<file path="config.mk">
export PLATFORM = sky130hd
export DESIGN_NAME = mult_div_unit
export DESIGN_NICKNAME = d
export VERILOG_FILES = /design/src/rtl/mult_div_unit.sv
export SDC_FILE = /design/constraint.sdc
export NUM_CORES = 1
export LEC_CHECK = 0
export ABC_AREA = 1
export CAP_MARGIN = 5
export CELL_PAD_IN_SITES_DETAIL_PLACEMENT = 2
export CELL_PAD_IN_SITES_GLOBAL_PLACEMENT = 2
export CORE_MARGIN = 2
export CORE_UTILIZATION = 33
export DETAILED_ROUTE_END_ITERATION = 7
export HOLD_SLACK_MARGIN = 0.12
export PLACE_DENSITY_LB_ADDON = 0.3
export SETUP_SLACK_MARGIN = 0.05
export SYNTH_ARGS = -nofsm -noshare
export SYNTH_HDL_FRONTEND = slang
export SYNTH_SLANG_ARGS = --single-unit
</file>
<file path="constraint.sdc">
create_clock -name clk -period 3.35 [get_ports clk]
set_clock_uncertainty 0.2 [all_clocks]
set_input_delay 0.335 -clock clk [delete_from_list [all_inputs] [get_ports clk]]
set_output_delay 0.335 -clock clk [all_outputs]
set_load 0.05 [all_outputs]
</file>
<file path="src/rtl/mult_div_unit.sv">
// Iterative signed multiply/divide unit (shift-add MULT, restoring DIV) producing HI/LO.
// Optional macro DIVZERO_EXCP_EN: divide by zero skips iteration and pulses div_zero with done.

module mult_div_unit #(
  parameter int WIDTH = 32
) (
  input  logic             clk,
  input  logic             reset,
  input  logic             mult_start,
  input  logic             div_start,
  input  logic [WIDTH-1:0] op_a,
  input  logic [WIDTH-1:0] op_b,
  output logic [WIDTH-1:0] hi,
  output logic [WIDTH-1:0] lo,
  output logic             busy,
  output logic             done,
  output logic             div_zero
);

  typedef enum logic [2:0] {IDLE, MULT, DIV, FIX, DONE} state_t;

  localparam logic [WIDTH-1:0] LAST = WIDTH'(WIDTH - 1);
  localparam logic [WIDTH-1:0] ONE  = WIDTH'(1);

  state_t             r_state;
  state_t             w_next;
  logic [2*WIDTH-1:0] r_acc;
  logic [WIDTH-1:0]   r_mag;
  logic [WIDTH-1:0]   r_count;
  logic [WIDTH-1:0]   r_hi;
  logic [WIDTH-1:0]   r_lo;
  logic               r_isDiv;
  logic               r_signA;
  logic               r_signB;
  logic               r_bZero;

  logic [WIDTH-1:0]   w_absA;
  logic [WIDTH-1:0]   w_absB;
  logic               w_opBZero;
  logic [WIDTH:0]     w_sum;
  logic [WIDTH:0]     w_shift;
  logic [WIDTH:0]     w_diff;
  logic [2*WIDTH-1:0] w_prodRes;
  logic [WIDTH-1:0]   w_quoRes;
  logic [WIDTH-1:0]   w_remRes;

  assign w_absA    = op_a[WIDTH-1] ? -op_a : op_a;
  assign w_absB    = op_b[WIDTH-1] ? -op_b : op_b;
  assign w_opBZero = (op_b == '0);

  // r_acc holds {partial product, multiplier} for MULT and {remainder, dividend/quotient} for DIV
  assign w_sum   = {1'b0, r_acc[2*WIDTH-1:WIDTH]} + (r_acc[0] ? {1'b0, r_mag} : '0);
  assign w_shift = {r_acc[2*WIDTH-1:WIDTH], r_acc[WIDTH-1]};
  assign w_diff  = w_shift - {1'b0, r_mag};

  // A zero divisor forces an all-ones quotient; the remainder naturally equals op_a
  assign w_prodRes = (r_signA ^ r_signB) ? -r_acc : r_acc;
  assign w_quoRes  = r_bZero ? '1 :
                     ((r_signA ^ r_signB) ? -r_acc[WIDTH-1:0] : r_acc[WIDTH-1:0]);
  assign w_remRes  = r_signA ? -r_acc[2*WIDTH-1:WIDTH] : r_acc[2*WIDTH-1:WIDTH];

  always_ff @(posedge clk or negedge reset) begin
    if (!reset) r_state <= IDLE;
    else        r_state <= w_next;
  end

  always_comb begin
    w_next = r_state;
    busy   = 1'b0;
    done   = 1'b0;
    case (r_state)
      IDLE: begin
        if (mult_start) begin
          w_next = MULT;
        end else if (div_start) begin
`ifdef DIVZERO_EXCP_EN
          if (w_opBZero) w_next = DONE;
          else           w_next = DIV;
`else
          w_next = DIV;
`endif
        end
      end
      MULT: begin
        busy = 1'b1;
        if (r_count == LAST) w_next = FIX;
      end
      DIV: begin
        busy = 1'b1;
        if (r_count == LAST) w_next = FIX;
      end
      FIX: begin
        busy   = 1'b1;
        w_next = DONE;
      end
      DONE: begin
        done   = 1'b1;
        w_next = IDLE;
      end
      default: w_next = IDLE;
    endcase
  end

  always_ff @(posedge clk or negedge reset) begin
    if (!reset) begin
      r_acc   <= '0;
      r_mag   <= '0;
      r_count <= '0;
      r_hi    <= '0;
      r_lo    <= '0;
      r_isDiv <= 1'b0;
      r_signA <= 1'b0;
      r_signB <= 1'b0;
      r_bZero <= 1'b0;
    end else begin
      case (r_state)
        IDLE: begin
          if (mult_start || div_start) begin
            r_isDiv <= ~mult_start;
            r_signA <= op_a[WIDTH-1];
            r_signB <= op_b[WIDTH-1];
            r_bZero <= w_opBZero;
            r_count <= '0;
            if (mult_start) begin
              r_acc <= {{WIDTH{1'b0}}, w_absB};
              r_mag <= w_absA;
            end else begin
              r_acc <= {{WIDTH{1'b0}}, w_absA};
              r_mag <= w_absB;
            end
          end
        end
        MULT: begin
          r_acc   <= {w_sum, r_acc[WIDTH-1:1]};
          r_count <= r_count + ONE;
        end
        DIV: begin
          // No borrow out of the trial subtraction means the divisor fits
          if (!w_diff[WIDTH]) r_acc <= {w_diff[WIDTH-1:0], r_acc[WIDTH-2:0], 1'b1};
          else                r_acc <= {w_shift[WIDTH-1:0], r_acc[WIDTH-2:0], 1'b0};
          r_count <= r_count + ONE;
        end
        FIX: begin
          if (r_isDiv) begin
            r_hi <= w_remRes;
            r_lo <= w_quoRes;
          end else begin
            r_hi <= w_prodRes[2*WIDTH-1:WIDTH];
            r_lo <= w_prodRes[WIDTH-1:0];
          end
        end
        default: ;
      endcase
    end
  end

`ifdef DIVZERO_EXCP_EN
  logic r_dz;

  always_ff @(posedge clk or negedge reset) begin
    if (!reset)                r_dz <= 1'b0;
    else if (r_state == IDLE)  r_dz <= ~mult_start & div_start & w_opBZero;
  end

  assign div_zero = r_dz & (r_state == DONE);
`else
  assign div_zero = 1'b0;
`endif

  assign hi = r_hi;
  assign lo = r_lo;

endmodule

</file>
==> After elaboration in Yosys (flattened, before gate mapping) <==
Cells that the tools add are included.
{ "classes": {"n_addsub": 8, "eq_ne": 8, "mux": 22, "bitwise_logic": 2, "n_reduce_logical": 11} }
{ "op_table": {"columns": ["cell", "count"], "rows": [
  ["$mux 32", 11],
  ["$mux 64", 3],
  ["$pmux 64 s3", 1],
  ["$neg 32->32", 4],
  ["$neg 64->64", 1],
  ["$pmux 32 s2", 1],
  ["$add 32x32->33", 1],
  ["$sub 33x32->33", 1],
  ["$add 32x1->32 const B", 1],
  ["$eq 32x5->1 const B", 1],
  ["$logic_not 32->1", 1],
  ["$mux 3", 3],
  ["$pmux 3 s3", 1],
  ["$reduce_and 2->1", 4],
  ["$eq 3x2->1 const B", 2],
  ["$eq 3x1->1 const B", 1],
  ["$eq 3x3->1 const B", 1],
  ["$logic_not 3->1", 1],
  ["$ne 3x3->1 const B", 1],
  ["$reduce_bool 3->1", 1],
  ["$reduce_or 3->1", 1],
  ["$mux 1", 2],
  ["$ne 2x1->1 const B", 1],
  ["$ne 2x2->1 const B", 1],
  ["5 further kinds", 5]
]} }
{ "word_totals": {"regBits": 199, "inputBits": 68} }

==> Longest topological paths before layout <==
Gate-level depths: netlist of run 1.
{ "depth": {"word_depth": 5, "ltp_mapped": 20} }

==> Least setup slack after synthesis of run 1 <==
No wires, ideal clock.
{ "synth_timing": {"path_type": "register to register", "from": "reg r_acc[0]", "to": "reg r_acc[63]", "arrival_ps": 2244, "required_ps": 3025, "path_slack_ps": 782, "path_stages_with_launch": 21, "path_cell_list": "dfrtp_1 buf_2 clkbuf_1 nand2_1 inv_1 ha_1 fa_1 nand2_1 nand2_1 o21ai_0 inv_1 nand2_1 nand2_1 nand2_1 nand2_1 nand2_1 nand2_1 nand2_1 nand2_1 nand2_1 nand3_1"} }
{ "synth_between": {"elab_chain_len": 3} }
{ "synth_lines": {"columns": ["item", "line_no", "source"], "rows": [
  ["start, declared", "27", "logic [2*WIDTH-1:0] r_acc;"],
  ["start signal, assigned", "125", "r_acc <= {{WIDTH{1'b0}}, w_absB};"],
  ["start signal, assigned", "128", "r_acc <= {{WIDTH{1'b0}}, w_absA};"],
  ["start signal, assigned", "134", "r_acc <= {w_sum, r_acc[WIDTH-1:1]};"],
  ["$mux 32", "52", "assign w_sum = {1'b0, r_acc[2*WIDTH-1:WIDTH]} + (r_acc[0] ? {1'b0, r_mag} : '0);"],
  ["$add 32x32->33", "52", null],
  ["$pmux 64 s3", "116", "case (r_state)"]
]} }
Every way passes these cells.
A chain may end at the register's enable or synchronous reset.

==> Worst setup path after layout of run 1 <==
{ "layout_timing": {"from": "reg r_mag[18]", "to": "reg r_acc[36]"} }
{ "layout_between": {"elab_chain_len": 3} }
{ "layout_lines": {"columns": ["item", "line_no", "source"], "rows": [
  ["start, declared", "28", "logic [WIDTH-1:0] r_mag;"],
  ["start signal, assigned", "126", "r_mag <= w_absA;"],
  ["start signal, assigned", "129", "r_mag <= w_absB;"],
  ["$sub 33x32->33", "54", "assign w_diff = w_shift - {1'b0, r_mag};"],
  ["$mux 64", "139", "if (!w_diff[WIDTH]) r_acc <= {w_diff[WIDTH-1:0], r_acc[WIDTH-2:0], 1'b1};"],
  ["$pmux 64 s3", "116", null],
  ["end signal, assigned", "125", null],
  ["end signal, assigned", "139", null],
  ["end signal, assigned", "140", "else r_acc <= {w_shift[WIDTH-1:0], r_acc[WIDTH-2:0], 1'b0};"]
]} }
Every way passes these cells.

==> run summary, run 1 <==
Cells with a size suffix above 1 make up 4.46% of the layout. The startpoint identified for the worst register-to-register timing path is r_mag[18]$_DFFE_PN0P_. The clock net in this run drives a total of 199 sinks. The tools report the via count of the first global-routing pass as 24300.

The run gives 32.4% as the all-layer global routing usage. The post-route fraction of the period consumed by the critical path is 95.1%. The root buffer cell chosen for the clock tree is sky130_fd_sc_hd__clkbuf_16. The worst setup path is captured at a flop. Dividing the detail-routed wire length by the instance count gives 23.7 um. In the routed layout, each cell is associated on average with a via count of 5.58. The highest metal layer carrying signal wires in the routed design is met4. The hold violation count in the final report came out at 0. Cells fill 38.7% of the core in the end.

Number of warnings printed during yosys synthesis: 0. The launch point of the worst path is r_mag[18]$_DFFE_PN0P_. For this run, the slowest stage of the critical path takes 0.42 ns. Data arrives at the worst endpoint at 3.36 ns. In the synthesized netlist, the number of instances is 3087. Measured along the x axis, the die boundary spans 242 um.

The worst setup path is of the flop to flop kind. The via count of the routed design was 22200; the vertical extent of the die was 242 um. For the achievable frequency, the log shows 0.314 GHz.

After detailed routing, the wire length on met1 is 39900 um. Type of the tightest min-delay check: input port to async pin. The dominant register cell in the synthesized netlist was sky130_fd_sc_hd__dfrtp_1. The clock passes through at most 2 buffers. The met2 wire length was 46400 um. The worst-case vdd ir drop is 0.000584 V, and the number of primary I/O pins is 135. Entering global routing, the biggest net connects 85 pins.

The total routed wirelength came out at 94500 um. The library cell appearing most often on the critical path is sky130_fd_sc_hd__nand2_1. The power per cell area works out to 1240 nW/um^2. The area growth from synthesis to layout works out to 16.3%. The routability congestion estimate from global placement is 0.960.

Row generation in the floorplan step produced 87 rows. For this run, the register share of the synthesized area comes to 26.6%. The first global-routing pass estimated 146000 um of wire.

The synthesized design contains 0 enable-type register cells. The synthesized design contains 199 register bits. The final net count came out at 3352. The number of pins exceeding their max-slew limit in the final report was 0; the total CTS buffers was 17. TritonCTS built the clock tree. In this run the mean area of a mapped cell was 6.07 sq um. After layout, the minimum clock period comes to 3.19 ns. The core region is 56300 sq um. Setup repair after global routing left no endpoint under its margin. The number of nets in the synthesized netlist is 3226. On the critical path, the stage with the largest delay is an instance of sky130_fd_sc_hd__dfrtp_1. For the post-CTS setup buffer count, the log shows 0. The run finished with clean final reports. Summed over all nets, the half-perimeter wirelength after detailed placement is 77500 um. The total overflow left after global routing is 0.

Counting the fill cells in the layout gives 7104. The first detailed-routing pass took 5 iterations. The worst setup path is launched from a flop. 0 antenna diodes ended up in the layout.

Remaining design rule violation count: 0. Clock-pin slew on the worst setup and hold paths: 0.09 ns. For the relative slew slack, the log shows 36.8%. The final setup violation count was 0.

In this run the remaining antenna-violating nets after routing total 0. For the number of DRC markers in iteration 0, the log shows 1280. The port buffer count was 133; the worst-path maximum fanout was 28.

The level count of the clock H-tree was 4; the netlist area before placement was 18700 sq um. At the pin with the least slew margin, the transition time is 0.947 ns. At the worst endpoint, the required time is 3.52 ns. The clock latency on the worst-skew pair came out at 0.51 ns. Across all register-to-register paths, the minimum setup slack is 0.16 ns. The tool flagged a number of max-cap violations equal to 0. The routed wire length on met3 came out at 3340 um. The number of antenna violations at the first check in global routing came out at 1. Leaving out fill and tap cells, the most frequent cell in the layout is sky130_fd_sc_hd__nand2_1.

The floorplan step defined a die boundary enclosing 58700 sq um. The initial core utilization is 33.3%. Traced cell by cell, the critical path runs through inv_1, ha_1, nand2_1, inv_1, nand2_1, nand2_1, nand2_1, nand2_1, a21oi_1, nand3_1, nand2_2, buf_12, nand2_1, nand3_1, nand3_1. Leaving out fill and tap cells, the most frequent cells in the layout are sky130_fd_sc_hd__nand2_1 (952), sky130_fd_sc_hd__inv_1 (411), sky130_fd_sc_hd__nand3_1 (341). Adding up every negative setup slack in the final design gives 0 ns. The number of distinct library cells after synthesis was 54; the reported leakage power was 10.7 nW. Counting flops with an async set or reset pin after synthesis yields a share of 100%.
[metrics by stage]
stage	hold WS [ns]	setup WS (ns)	instances	area [sq um]	power (mW)
after floorplan	-0.161	0.782	3087	18700	16.7
after global placement	0.263	0.387	3949	21100	23.5
after detailed placement	0.271	0.240	3949	21100	24.4
after CTS	0.291	0.215	3982	21800	26.8
after global routing	0.319	0.0533	3982	21800	28.9
final	0.243	0.164	3982	21800	26.9
[layout make-up]
cell class              count  area [sq um]  share of cell area, %
multi-input cells        2377         11800                   54.1
flip-flops and latches    199          4980                   22.9
repair buffers            197          1870                   8.60
inverters                 421          1580                   7.26
well taps                 756           946                   4.34
clock buffers              18           439                   2.02
clock inverters            14           175                  0.804
[logic make-up (layout without fill, tap and decap cells)]
| family | Yosys count | after routing | share of synthesized area, % |
|---|---|---|---|
| compound gates | 431 | 431 | 13.6 |
| fa+ha+maj | 71 | 71 | 4.82 |
| flops | 199 | 199 | 26.6 |
| other cells | 1 | 1 | 0.0200 |
| xor+xnor | 76 | 76 | 3.55 |
| simple gates | 1798 | 1798 | 40.9 |
| buf+inv | 511 | 650 | 10.5 |
[cell usage after synthesis, drive strengths merged, types with 9 or more instances]
cell / count / share of area (%)
xor2: 52 / 2.4
nor2: 344 / 7.4
dfrtp: 199 / 27
o211ai: 30 / 1.2
clkbuf: 49 / 0.98
nand2: 959 / 19
o22ai: 16 / 0.53
ha: 69 / 4.6
a21oi: 150 / 4.0
a22oi: 15 / 0.60
a31oi: 9 / 0.30
nor4: 19 / 0.67
or2: 12 / 0.40
o21bai: 9 / 0.36
nand3b: 18 / 0.72
nand4: 44 / 1.5
inv: 418 / 8.4
nand3: 342 / 9.2
a221oi: 30 / 1.4
xnor2: 24 / 1.1
o21ai: 140 / 3.8
nor3: 49 / 1.4
buf: 41 / 1.1
[state kept, by name, summed over array words and instances (netlist names)]
signal   count
r_acc       64
hi          32
lo          32
r_count     32
r_mag       32
r_state      3
r_bZero      1
r_isDiv      1
r_signA      1
r_signB      1
[final timing paths]
path | end | depth (start not counted)
worst max-delay path | r_acc[36]$_DFFE_PN0P_ | 15
worst min-delay path | r_mag[28]$_DFFE_PN0P_ | 2
worst max register to register | r_acc[36]$_DFFE_PN0P_ | 15
worst min register to register | hi[20]$_DFFE_PN0P_ | 2
max in group asynchronous | r_count[22]$_DFFE_PN0P_ | 3
min in group clk | hi[20]$_DFFE_PN0P_ | 2
[what timing repair did]
| action | 4_1_cts | 5_1_grt |
|---|---|---|
| endpoints found under the setup margin | 0 | 18 |
| gates resized for setup | 0 | 1 |
| hold buffers | 1 | 0 |
| hold endpoints to repair | 80 | 0 |
[power by group]
group / switching [mW] / leakage [nW] / total, mW / internal (mW)
clock: 1.19 / 0.297 / 2.29 / 1.09
sequential: 1.34 / 2.43 / 4.84 / 3.49
combinational: 14.0 / 7.97 / 19.8 / 5.85
total: 16.5 / 10.7 / 26.9 / 10.4
[layer usage]
layer,vias to the layer above,GRT usage [%]
met1,11200,39.7
li1,10300,-
met3,175,3.18
met5,-,0
met4,0,15.9
met2,525,56.7
[critical path: cells and delay by family, from the launching register on]
family / cells / cell delay [ns]
adders and majority gates: 1 / 0.34
DFF: 1 / 0.42
AOI/OAI and AO/OA: 1 / 0.40
and+or+nand+nor: 10 / 1.16
buffers and inverters: 3 / 0.50
(Power assumes the default switching activity.)
==> inputs of run 2 (changes only) <==
--- a/config.mk
+++ b/config.mk
@@ -10,7 +10,7 @@
 export CELL_PAD_IN_SITES_DETAIL_PLACEMENT = 2
 export CELL_PAD_IN_SITES_GLOBAL_PLACEMENT = 2
 export CORE_MARGIN = 2
-export CORE_UTILIZATION = 33
+export CORE_UTILIZATION = 35
 export DETAILED_ROUTE_END_ITERATION = 7
 export HOLD_SLACK_MARGIN = 0.12
 export PLACE_DENSITY_LB_ADDON = 0.3
==> constraint.sdc (replaced) <==
create_clock -name clk -period 4 [get_ports clk]
set_clock_uncertainty 0.2 [all_clocks]
set_input_delay 0.4 -clock clk [delete_from_list [all_inputs] [get_ports clk]]
set_output_delay 0.4 -clock clk [all_outputs]
set_load 0.05 [all_outputs]
==> run 2 against run 1 <==
Routed wire length hardly changed. Clock power fell by 18%. Power down 17%. Critical path type unchanged. Cell area shrank 1.4%. Largest power group unchanged. Combinational power decreased by 17%. Hold slack better by 0.049 ns.
==> run summary, run 2 (same netlist as run 1, synthesis figures left out) <==
The total overflow left after global routing is 0. The number of gates resized after CTS was 0. For this design the static power due to leakage is 10.6 nW.

The worst-case IR drop observed on VDD is 0.000456 V. The via count of the first global-routing pass was 24300; the antenna diode count was 0. The hold violation count in the final report is 0. For this block, the via count after detailed routing is 22100. The net count of the finished layout is 3327. Sequential cells burn 18.5% of the power. The switching power total was 13.9 mW; the clock-pin slew on the worst setup and hold paths was 0.09 ns.

The logs give 1 for the number of antenna violations at the first check in global routing and 55400 sq um for the full die area. In the final routed layout, each cell accounts on average for 24.3 um. The worst setup path is captured at a flop.

The area growth from synthesis to layout is 14.6%. The flow ran to the end, and the final reports show no timing, DRC or antenna violations. Cells fill 40.7% of the core in the end. The routed via count divided by cell count came out at 5.68.

The die is 235 um tall. The worst setup path is launched from a flop. The transition time at the pin with the least slew margin came out at 1.04 ns.

Net switching is 62.0% of the power. Across the run, the number of max-cap violations was 0. The all-layer global routing usage was 34.2%. Setup violations remaining at the end of the flow were counted as 0. During placement, the flow inserted port buffers numbering 133.

The worst hold slack was 0.292 ns; the remaining number of nets flagged by the antenna check after routing was 0. For this run, the top clock speed supported by timing is 0.282 GHz. The tools report the post-place setup slack as 0.580 ns. Measured along the x axis, the die boundary spans 235 um. The core region is 52800 sq um.

The run gives 4 as the level count of the clock H-tree. The arrival time reported for the critical path endpoint was 3.74 ns; the maximum root-to-sink buffer count was 2. Measured against its own limit, the worst slew margin works out to 30.4%. The number of pins exceeding their max-slew limit in the final report is 0.

Type of the tightest min-delay check: flop to flop. The tools report the part of the total power dissipated in the clock network as 8.4%. Setup repair after global routing left no endpoint under its margin. Combinational logic is responsible for 73.1% of the overall power. Leaving out fill and tap cells, the most frequent cell in the layout is sky130_fd_sc_hd__nand2_1. The register with the most flip-flops in the layout has 64 of them. Subtracting the final worst setup slack from the clock period gives 3.54 ns. For the number of primary I/O pins, the log shows 135. The initialized floorplan defines 84 standard-cell rows. In the layout the commonest cells are sky130_fd_sc_hd__nand2_1 (952), sky130_fd_sc_hd__inv_1 (411), sky130_fd_sc_hd__nand3_1 (341). TritonCTS built the clock tree. The clock latency on the worst-skew pair came out at 0.51 ns.

r_acc holds more flip-flops than any other register. The post-route fraction of the period consumed by the critical path is 88.6%. The tree is rooted in a sky130_fd_sc_hd__clkbuf_16. The logs give 17 for the total CTS buffers and 106 for the largest net degree at the start of global routing.

Internal power comes to 8.53 mW. For the estimated wirelength of the detail-placed design, the log shows 77300 um. The first TritonRoute pass finished after 5 iterations. The post-route netlist has 3.69% of its cells at a drive strength greater than 1. The startpoint-to-endpoint class of the critical path was flop to flop. The run gives 35.5% as the initial core utilization. The routability congestion estimate from global placement was 0.988.

For the worst setup path, the data required time is 4.19 ns. After detailed routing, the number of remaining DRC violations is 0. The run gives 1379 as the number of DRC markers in iteration 0. The power per cell area was 1040 nW/um^2. Across all setup checks in the final design, the least slack found is 0.456 ns. The run gives 146000 um as the first-pass GRT wire length. CTS saw 199 sinks. In this run the worst path has a maximum fanout of 18. After detailed routing, the total wire length is 94500 um. Setup total negative slack on the finished layout was measured at 0 ns.
==> run 2: layout make-up <==
cell class,count,area [sq um]
fillers,6688,31300
multi-input cells,2377,11800
flip-flops and latches,199,4980
repair buffers,172,1670
inverters,421,1580
well taps,688,861
clock buffers,18,429
clock inverters,14,161
==> run 2: worst paths after layout <==
kind	start	to	cells past startpoint	slack, ns
worst min register to register	hi[29]$_DFFE_PN0P_	hi[29]$_DFFE_PN0P_	2	0.29
worst max register to register	r_acc[0]$_DFFE_PN0P_	r_acc[61]$_DFFE_PN0P_	15	0.46
worst min-delay path	hi[29]$_DFFE_PN0P_	hi[29]$_DFFE_PN0P_	2	0.29
min in group asynchronous	reset	r_acc[50]$_DFFE_PN0P_	2	0.40
worst max-delay path	r_acc[0]$_DFFE_PN0P_	r_acc[61]$_DFFE_PN0P_	15	0.46
max in group asynchronous	reset	r_signA$_DFFE_PN0P_	3	2.21
==> run 2: routing by layer <==
metal / wire [um] / share of wire, % / GRT usage, %
met5: 10 / 0.011 / 0
met4: 5370 / 5.7 / 18.1
met3: 2860 / 3.0 / 3.54
met2: 46800 / 50 / 60.4
met1: 39500 / 42 / 41.1
==> run 2: what timing repair did <==
| action | 4_1_cts | 5_1_grt |
|---|---|---|
| buffers inserted | 0 | 0 |
| hold endpoints to repair | 103 | 0 |
| hold buffers | 1 | 0 |
==> run 2: power by group through the flow <==
stage	sequential, mW	clock (mW)	combinational [mW]
2_1_floorplan	4.72	0	9.28
3_3_place_gp	4.09	0	15.4
3_5_place_dp	4.14	0	16.0
4_1_cts	4.13	1.90	16.3
5_1_grt	4.23	1.97	17.8
6_report	4.15	1.88	16.4
==> run 2: critical path, cell delays in order, from the launching register on <==
cell and delay [ns]:
sky130_fd_sc_hd__dfrtp_1 0.82, sky130_fd_sc_hd__nand2_1 0.20, sky130_fd_sc_hd__inv_1 0.11, sky130_fd_sc_hd__ha_1 0.29, sky130_fd_sc_hd__fa_1 0.30, sky130_fd_sc_hd__nand2_1 0.09
sky130_fd_sc_hd__nand2_1 0.07, sky130_fd_sc_hd__o21ai_0 0.13, sky130_fd_sc_hd__o21ai_0 0.46, sky130_fd_sc_hd__nand2_1 0.12, sky130_fd_sc_hd__nand2_1 0.22, sky130_fd_sc_hd__nand3b_1 0.14
sky130_fd_sc_hd__nand2_1 0.08, sky130_fd_sc_hd__nand2_1 0.05, sky130_fd_sc_hd__nand3_1 0.07, sky130_fd_sc_hd__nand3_1 0.08
==> run 2: metrics by stage <==
step | total power, mW | instance area (sq um) | cells
2_1_floorplan | 14.0 | 18700 | 3087
3_3_place_gp | 19.5 | 20900 | 3856
3_5_place_dp | 20.2 | 20900 | 3856
4_1_cts | 22.3 | 21500 | 3889
5_1_grt | 24.0 | 21500 | 3889
6_report | 22.4 | 21500 | 3889
